===== src/rtl/sample_fifo_pkg.sv =====
// rtl/sample_fifo_pkg.sv - shared constants and pointer-state type for the multi-channel sample FIFO
package sample_fifo_pkg;

    localparam int RD_LAT    = 2;
    localparam int PTR_W_MAX = 16;

    // Pointer fields are sized for the widest supported depth; each channel masks to its own width.
    typedef struct packed {
        logic [PTR_W_MAX-1:0] wptr;
        logic [PTR_W_MAX-1:0] rptr;
        logic [PTR_W_MAX-1:0] mark;
        logic                 mark_en;
    } ch_ptr_t;

endpackage


===== src/rtl/sample_fifo_ptr.sv =====
// rtl/sample_fifo_ptr.sv - per-channel pointers, mark/rewind priority and flag generation
module sample_fifo_ptr
    import sample_fifo_pkg::*;
#(
    parameter int FIFO_DEPTH_BIT = 5
) (
    input  logic                      clk,
    input  logic                      rst,
    input  logic                      flush,
    input  logic                      push_req,
    input  logic                      pop_req,
    input  logic                      mark,
    input  logic                      rel,
    input  logic                      rewind,
    output logic                      full,
    output logic                      empty,
    output logic                      push_ok,
    output logic                      pop_ok,
    output logic                      push_drop,
    output logic [FIFO_DEPTH_BIT-1:0] wr_idx,
    output logic [FIFO_DEPTH_BIT-1:0] rd_idx,
    output logic [FIFO_DEPTH_BIT:0]   level
);

    localparam int PW = FIFO_DEPTH_BIT + 1;
    localparam logic [PTR_W_MAX-1:0] MASK  = PTR_W_MAX'((32'd1 << PW) - 32'd1);
    localparam logic [PTR_W_MAX-1:0] DEPTH = PTR_W_MAX'(32'd1 << FIFO_DEPTH_BIT);
    localparam logic [PTR_W_MAX-1:0] ONE   = PTR_W_MAX'(1);

    ch_ptr_t ptr_q;
    ch_ptr_t ptr_d;

    assign empty  = (ptr_q.wptr == ptr_q.rptr);
    assign full   = (((ptr_q.wptr - ptr_q.mark) & MASK) == DEPTH);
    assign level  = PW'((ptr_q.wptr - ptr_q.rptr) & MASK);
    assign wr_idx = ptr_q.wptr[FIFO_DEPTH_BIT-1:0];
    assign rd_idx = ptr_q.rptr[FIFO_DEPTH_BIT-1:0];

    assign push_ok   = push_req && !full && !flush;
    assign push_drop = push_req && full && !flush;
    assign pop_ok    = pop_req && !empty && !flush && !rewind;

    always_comb begin
        ptr_d = ptr_q;
        if (flush) begin
            ptr_d = '0;
        end else begin
            if (push_ok)
                ptr_d.wptr = (ptr_q.wptr + ONE) & MASK;
            // A mark taken in the same cycle as a rewind pins rptr where it is.
            if (rewind) begin
                if (!mark)
                    ptr_d.rptr = ptr_q.mark;
            end else if (pop_ok) begin
                ptr_d.rptr = (ptr_q.rptr + ONE) & MASK;
            end
            if (mark) begin
                ptr_d.mark    = ptr_q.rptr;
                ptr_d.mark_en = 1'b1;
            end else if (rel) begin
                ptr_d.mark_en = 1'b0;
            end
            if (!ptr_d.mark_en)
                ptr_d.mark = ptr_d.rptr;
        end
    end

    always_ff @(posedge clk or posedge rst) begin
        if (rst)
            ptr_q <= '0;
        else
            ptr_q <= ptr_d;
    end

endmodule


===== src/rtl/sample_fifo_mc.sv =====
// rtl/sample_fifo_mc.sv - multi-channel sample buffer with mark/rewind replay over one shared RAM
module sample_fifo_mc
    import sample_fifo_pkg::*;
#(
    parameter int FIFO_WIDTH     = 16,
    parameter int FIFO_DEPTH_BIT = 5,
    parameter int N_CH           = 4,
    parameter int CH_BIT         = (N_CH > 1) ? $clog2(N_CH) : 1
) (
    input  logic                               clk,
    input  logic                               rst,
    input  logic [N_CH-1:0]                    i_flush,
    input  logic                               i_push,
    input  logic [CH_BIT-1:0]                  i_push_ch,
    input  logic [FIFO_WIDTH-1:0]              i_rear,
    output logic                               o_push_drop,
    input  logic                               i_pop,
    input  logic [CH_BIT-1:0]                  i_pop_ch,
    output logic [FIFO_WIDTH-1:0]              o_front,
    output logic [CH_BIT-1:0]                  o_front_ch,
    output logic                               o_vld,
    input  logic [N_CH-1:0]                    i_mark,
    input  logic [N_CH-1:0]                    i_release,
    input  logic [N_CH-1:0]                    i_rewind,
    output logic [N_CH-1:0]                    o_full,
    output logic [N_CH-1:0]                    o_empty,
    output logic [N_CH*(FIFO_DEPTH_BIT+1)-1:0] o_level
);

    localparam int DEPTH = 2 ** FIFO_DEPTH_BIT;
    localparam int AW    = CH_BIT + FIFO_DEPTH_BIT;
    localparam int LW    = FIFO_DEPTH_BIT + 1;

    logic [N_CH-1:0]           push_ok;
    logic [N_CH-1:0]           pop_ok;
    logic [N_CH-1:0]           push_drop;
    logic [FIFO_DEPTH_BIT-1:0] wr_idx [N_CH];
    logic [FIFO_DEPTH_BIT-1:0] rd_idx [N_CH];

    for (genvar c = 0; c < N_CH; c++) begin : g_ch
        sample_fifo_ptr #(.FIFO_DEPTH_BIT(FIFO_DEPTH_BIT)) u_ptr (
            .clk       (clk),
            .rst       (rst),
            .flush     (i_flush[c]),
            .push_req  (i_push && (i_push_ch == CH_BIT'(c))),
            .pop_req   (i_pop && (i_pop_ch == CH_BIT'(c))),
            .mark      (i_mark[c]),
            .rel       (i_release[c]),
            .rewind    (i_rewind[c]),
            .full      (o_full[c]),
            .empty     (o_empty[c]),
            .push_ok   (push_ok[c]),
            .pop_ok    (pop_ok[c]),
            .push_drop (push_drop[c]),
            .wr_idx    (wr_idx[c]),
            .rd_idx    (rd_idx[c]),
            .level     (o_level[c*LW +: LW])
        );
    end

    logic          wr_en;
    logic          rd_en;
    logic [AW-1:0] wr_addr;
    logic [AW-1:0] rd_addr;

    always_comb begin
        wr_en   = 1'b0;
        rd_en   = 1'b0;
        wr_addr = '0;
        rd_addr = '0;
        for (int c = 0; c < N_CH; c++) begin
            if (push_ok[c]) begin
                wr_en   = 1'b1;
                wr_addr = {CH_BIT'(c), wr_idx[c]};
            end
            if (pop_ok[c]) begin
                rd_en   = 1'b1;
                rd_addr = {CH_BIT'(c), rd_idx[c]};
            end
        end
    end

    // Kept free of reset so the array and its read register map onto block RAM.
    logic [FIFO_WIDTH-1:0] mem [N_CH*DEPTH];
    logic [FIFO_WIDTH-1:0] ram_q;

    always_ff @(posedge clk) begin
        if (wr_en)
            mem[wr_addr] <= i_rear;
        if (rd_en)
            ram_q <= mem[rd_addr];
    end

    logic [RD_LAT-1:0] vld_pipe;
    logic [CH_BIT-1:0] ch_pipe [RD_LAT];

    always_ff @(posedge clk or posedge rst) begin
        if (rst) begin
            vld_pipe    <= '0;
            o_front     <= '0;
            o_push_drop <= 1'b0;
            for (int i = 0; i < RD_LAT; i++)
                ch_pipe[i] <= '0;
        end else begin
            vld_pipe    <= {vld_pipe[RD_LAT-2:0], rd_en};
            o_push_drop <= |push_drop;
            ch_pipe[0]  <= i_pop_ch;
            for (int i = 1; i < RD_LAT; i++)
                ch_pipe[i] <= ch_pipe[i-1];
            if (vld_pipe[RD_LAT-2])
                o_front <= ram_q;
        end
    end

    assign o_vld      = vld_pipe[RD_LAT-1];
    assign o_front_ch = ch_pipe[RD_LAT-1];

endmodule


===== config.mk =====
export PLATFORM = sky130hd
export DESIGN_NAME = sample_fifo_mc
export DESIGN_NICKNAME = d
export VERILOG_FILES = /design/src/rtl/sample_fifo_pkg.sv /design/src/rtl/sample_fifo_ptr.sv /design/src/rtl/sample_fifo_mc.sv
export SDC_FILE = /design/constraint.sdc
export NUM_CORES = 2
export LEC_CHECK = 0
export ABC_AREA = 1
export CAP_MARGIN = 10
export CORE_MARGIN = 2
export CORE_UTILIZATION = 45
export DETAILED_ROUTE_END_ITERATION = 6
export GPL_TIMING_DRIVEN = 0
export PLACE_DENSITY = 0.67
export SKIP_LAST_GASP = 1
export SYNTH_ARGS = -nofsm -noshare
export SYNTH_HDL_FRONTEND = slang
export SYNTH_SLANG_ARGS = --single-unit

===== constraint.sdc =====
create_clock -name clk -period 6.4 [get_ports clk]
set_clock_uncertainty 0.05 [all_clocks]
set_input_delay 1.28 -clock clk [delete_from_list [all_inputs] [get_ports clk]]
set_output_delay 1.28 -clock clk [all_outputs]
set_load 0.05 [all_outputs]

Word-level counts from Yosys, hierarchy flattened
Memory sizes are Yosys's and may differ from the RTL's. A register that Yosys moved wholly into a read port is not among the register bits.
Index checks and enable logic that the tools add are counted.
Storage, ports and cells
  register bits after elaboration: 219
  memory bits (writable): 2048
  bits of input ports: 40
  output and inout bits: 52
  logic and storage cells: 165
  memories: 1
Memories
  mem: words 128, width 16, rd ports 1, clocked after memory_dff 1, write ports 1, RTL line sample_fifo_mc.sv:84  | logic [FIFO_WIDTH-1:0] mem [N_CH*DEPTH];
Operators by class
  add/subtract/negate cells: 16
  eq/ne operators: 14
  mux-type cells: 54
  reduce and logical (&&, ||, !) cells: 59
Operator list (number)
  $mux 16: 20
  $mux 49: 4
  $eq 16x16->1: 4
  $add 6x1->6 const B: 8
  $sub 6x6->6: 8
  $mux 7: 6
  $logic_and 1x1->1: 36
  $eq 6x6->1 const B: 4
  $mux 1: 22
  $logic_not 1->1: 16
  $mux 5: 2
  $eq 2x2->1 const B: 4
  $reduce_bool 2->1: 4
  $eq 2x1->1 const B: 2
  $logic_not 2->1: 2
  $reduce_or 4->1: 1

Depth between registers and ports, before layout
  depth after elaboration: 11
  mapped depth: 26
  depth with buffers taken out: 23

Modules after synthesis
A second synthesis with hierarchy kept.
Second synthesis, totals
  cells, all modules: 8358
  area total of the unflattened synthesis: 95776.9 um^2
Modules (own cells, without submodules)
  sample_fifo_mc: times used 1, cells each 6999, area each 85313.1 um^2, sequential area each 62555.0 um^2
  sample_fifo_ptr at g_ch[0].u_ptr ...: times used 3, cells each 336, area each 2631.3 um^2, sequential area each 975.9 um^2
  sample_fifo_ptr at g_ch[3].u_ptr: times used 1, cells each 351, area each 2570.0 um^2, sequential area each 975.9 um^2

Worst setup path before layout
OpenSTA, ideal clock, no wires.
  path kind: input port to flip-flop
  start point: input port i_push
  end point: memory mem[24][0] (enable)
  library setup time: 388 ps
  arrival: 3257 ps
  data required time: 5962 ps
  slack: 2704 ps
  cell stages on the path: 12
  path buffers: 0
  path through: inv_1 nor3_1 nand2_1 inv_1 nand2_1 inv_2 nand2_1 o21ai_0 nor2_2 inv_1 nand3_1 nor2_1
On the way
  longest elaborated chain between the ends: 9
  elaborated cells on any way between the ends: 22
  those cells by class: mux (10); reduce/logical (12)
Ends and longest elaborated chain
  from (decl): RTL line sample_fifo_mc.sv:13  | input logic i_push,
  $logic_and 1x1->1: RTL line sample_fifo_mc.sv:45  | .push_req (i_push && (i_push_ch == CH_BIT'(c))),
  $logic_and 1x1->1 (2 in a row): RTL line sample_fifo_ptr.sv:39  | assign push_ok = push_req && !full && !flush;
  $mux 1 (4 in a row): RTL line sample_fifo_mc.sv:72  | if (push_ok[c]) begin
  $mux 1: RTL line sample_fifo_mc.sv:88  | if (wr_en)
  $mux 1 (implied by the code): RTL line sample_fifo_mc.sv:89  | mem[wr_addr] <= i_rear;
  to (decl): RTL line sample_fifo_mc.sv:84
Parallel ways exist; a longest one is shown, timed or not.

Worst setup path in the final report
  start point: input port i_pop_ch[0]
  end point: register ram_q[13], read port of mem, data pin
On the way
  longest elaborated chain between the ends: 9
  elaborated cells on any way between the ends: 28
  those cells by class: eq/ne (3); mux (8); reduce/logical (17)
Ends and longest elaborated chain
  from (decl): RTL line sample_fifo_mc.sv:18  | input logic [CH_BIT-1:0] i_pop_ch,
  $logic_not 2->1: RTL line sample_fifo_mc.sv:46  | .pop_req (i_pop && (i_pop_ch == CH_BIT'(c))),
  $logic_and 1x1->1: RTL line sample_fifo_mc.sv:46
  $logic_and 1x1->1 (3 in a row): RTL line sample_fifo_ptr.sv:41  | assign pop_ok = pop_req && !empty && !flush && !rewind;
  $mux 5 / $mux 1 (equally long branches): RTL line sample_fifo_mc.sv:76  | if (pop_ok[c]) begin
  $mux 7 / $mux 1 (equally long branches) (3 in a row): RTL line sample_fifo_mc.sv:76
  to (decl): RTL line sample_fifo_mc.sv:85  | logic [FIFO_WIDTH-1:0] ram_q;
Parallel ways exist; a longest one is shown, timed or not.
A chain may end at the register's enable or synchronous reset.

==> summary.txt <==
Critical path cell sequence -> clkdlybuf4s50_1 > nor3_1 > nand3_1 > nand2_1 > nand2_1 > a21oi_4 > buf_4 > clkbuf_1 > nand3_1 > nand3_1 > nand3_1 > nand3_1 > nand3_1 > nand3_1 > nand2_1
Top_reg_cell synth -> edfxtp_1
Max stage delay cell, worst path -> clkbuf_1
Initial Util -> 45.3%
Crit Path Class -> in2reg
Most numerous cell in the Yosys netlist -> nand3_1
Area Growth Syn to Fin -> 15.8%
Final Hold Viols -> 0
Register area share after synthesis -> 69.2%
Setup crit start kind -> input port
Critical Path RT -> 6.91 ns
Post-Synth XOR/XNOR Area -> 0.410%
EDFF count, synth -> 2064
Slew @ Worst Pin -> 1.31 ns
RSZ-0062 raised after global routing -> false
GPL Wtd Cong -> 1.02
Biggest area consumer among synthesized cells -> edfxtp_1
Gr ovfl total -> 0
Worst path top cell family by delay -> simple AND/OR/NAND/NOR gates
Top cells by area, synth -> edfxtp_1 65%, nand3_1 12%, nand2_1 7.8%
Clk slew on worst S/H paths -> 0.06 ns
Worst vdd ir -> 0.000323 V
Arrival time worst endpoint -> 6.95 ns
Area share of the largest cell type after synthesis -> 64.5%
Fill count -> 18100
Total number of vias -> 71500
FP Rows -> 169
Wire per inst -> 28.5 um
Register bit total from synthesis -> 2243
Clock Latency Late Sink -> 0.91 ns
Layout cells sized above 1 -> 11.7%
Metal3 WL -> 39.1 mm
First-pass GRT wire length -> 480 mm
Die area -> 217000 um2
Synth Area in Compound Gates -> 1.75%
Final period utilization -> 101%
Final Util -> 52.4%
Storage cell area -> 66500 um2
DRT iter0 DRCs -> 10500
GRT Util Overall -> 30.8%
Via-to-Cell Ratio -> 5.98
Max Freq -> 155 MHz
Final worst setup slack -> -0.0326 ns
Post-synth top cells -> 2274 x nand3_1, 2064 x edfxtp_1, 2005 x nand2_1
IO Port Bufs -> 89
Slowest stage delay, CP -> 0.95 ns
Root buffer cell -> clkbuf_16
CORE AREA -> 212000 um2
Relative slew margins -> 12.8%
I/O pins -> 92
Final net count -> 9007
CP bufs+invs -> 3
Max-slew violations -> 0
Die Y -> 466 um
# setup viols final -> 4
Vias in the first global route -> 67100
Bufs on Longest Clock Path -> 3
H-tree levels -> 4
DRC viols -> 1
Met2 WL post-DR -> 150 mm
Wl on met1 -> 128 mm
Post-synthesis mux area share -> 0.352%
Most frequent CP cell -> nand3_1
Critical path fanouts, max -> 10
Largest net degree at the start of global routing -> 111
Leakage power -> 41.3 nW
Violated checks -> antenna rules, DRC, setup timing
Post_cts resized -> 0
Top Metal Used -> met5
Tmin final -> 6.43 ns
Final wirelength -> 341 mm
FFs w/ async S/R, synth -> 7.98%
Detailed placement HPWL -> 239 mm
Pwr/cell area -> 291 nW/um2
Largest family of logic cells by synthesized area -> simple AND/OR/NAND/NOR gates
Simple logic cell fraction of the synthesized area -> 22.8%
CP endpoint kind -> flop
Synth Instances -> 8467
Initial antenna violation count -> 20
Syn Area/Cell -> 11.3 um2
Synth Net Count -> 8560
Antenna Nets Post-Route -> 1
CTS Hold Bufs -> 0
Synthesized cell area -> 96100 um2
Status -> complete, but fails checks
Number of setup buffers added after CTS -> 0
Worst hold path type -> reg2reg
Multi-input logic area -> 25400 um2
Netlist cell types -> 46
CTS tree -> yes
Num CTS Buffers -> 228
Place WS -> -0.673 ns
CTS sink cnt -> 2243
Setup TNS -> -0.0946 ns
Max-cap violations -> 0
Synth Area in Adders -> 0.721%
Yosys warns -> 0
Die extent in x -> 466 um
First-pass DRT Iterations -> 7
path summary, 6_finish.rpt:
kind	slack, ns	from	cells after the start	endpoint
max	-0.03	i_pop_ch[0]	15	ram_q[13]
min	0.30	ch_pipe[3]	0	o_front_ch[1]
max reg2reg	0.15	g_ch[0].u_ptr.rd_idx[1]	21	ram_q[9]
min reg2reg	0.30	ch_pipe[3]	0	o_front_ch[1]
max in group asynchronous	4.43	rst	3	o_front[4]
min in group asynchronous	0.81	rst	2	g_ch[3].u_ptr.ptr_q[22]
kinds of logic after synthesis:
logic type,Yosys count
adders and majority gates,53
and+or+nand+nor,4804
buffers and inverters,1024
AOI/OAI and AO/OA,268
DFF,2243
xor gates and xnor gates,45
muxes,30
worst reg2reg max path, stage by stage (launching register included):
cell     delay, ns
dfrtp_1       0.53
inv_1         0.14
ha_1          0.32
nand2_1       0.05
inv_1         0.05
nand2_1       0.04
nor2_1        0.08
nand3_1       0.18
nand3_1       0.56
nand2_1       0.11
nand2_1       0.23
nand2_1       0.09
nand2_1       0.72
buf_2         0.80
buf_2         0.65
nand3_1       0.17
nand3_1       0.16
nand3_1       0.15
nand3_1       0.15
nand3_1       0.19
nand3_1       0.25
nand2_1       0.24
metal layers:
layer / vias to the layer above / track usage [%]
met3: 944 / 6.55
met5: - / 0
li1: 30800 / -
met2: 4764 / 46.7
met4: 16 / 17.8
met1: 35000 / 41.0
report_power, final:
group | switching, mW | leakage (nW) | internal (mW)
Clock | 5.95 | 3.76 | 7.93
Sequential | 0.0704 | 20.9 | 16.1
Combinational | 1.71 | 16.6 | 0.604
Total | 7.73 | 41.3 | 24.7
per-stage QoR:
stage | std cells | total power [mW] | hold slack (ns) | instance area [um2]
floorplan | 8467 | 17.7 | 0.281 | 96100
global placement | 11400 | 18.8 | 0.289 | 101000
detailed placement | 11500 | 18.8 | 0.290 | 103000
CTS | 11900 | 32.3 | 0.306 | 111000
global route | 11900 | 33.1 | 0.314 | 111000
finish | 12000 | 32.4 | 0.300 | 111000
cell type report:
class | instances | area share (%)
flip-flops and latches | 2243 | 59.8
multi-input cells | 5200 | 22.8
clock buffers | 283 | 5.39
well taps | 2821 | 3.17
repair buffers | 217 | 3.07
plain buffers | 564 | 2.61
clock inverters | 152 | 1.58
inverters | 460 | 1.56
diodes | 17 | 0.0382
layout by cell type, fill, tap and decap left out, types with 51 or more instances in the layout:
cell,n
nand3b_1,225
clkinv_1,51
buf_2,308
nand2_1,2005
clkbuf_1,186
inv_1,446
o22a_1,62
a21oi_1,67
clkdlybuf4s50_1,73
edfxtp_1,2064
buf_4,70
dfrtp_1,179
nor2_2,118
buf_8,79
nor2_1,107
nand3_1,2274
clkbuf_16,229
o21ai_0,105
registers in the layout, indices dropped and copies added, names as in the netlist:
name and cells:
o_front_ch 2, ram_q 16, mem 2048, o_front 16, g_ch.u_ptr.ptr_q 116, g_ch.u_ptr.rd_idx 20
g_ch.u_ptr.wr_idx 20, o_push_drop 1, vld_pipe 2, ch_pipe 2
Power figures use the tool's default switching activity.
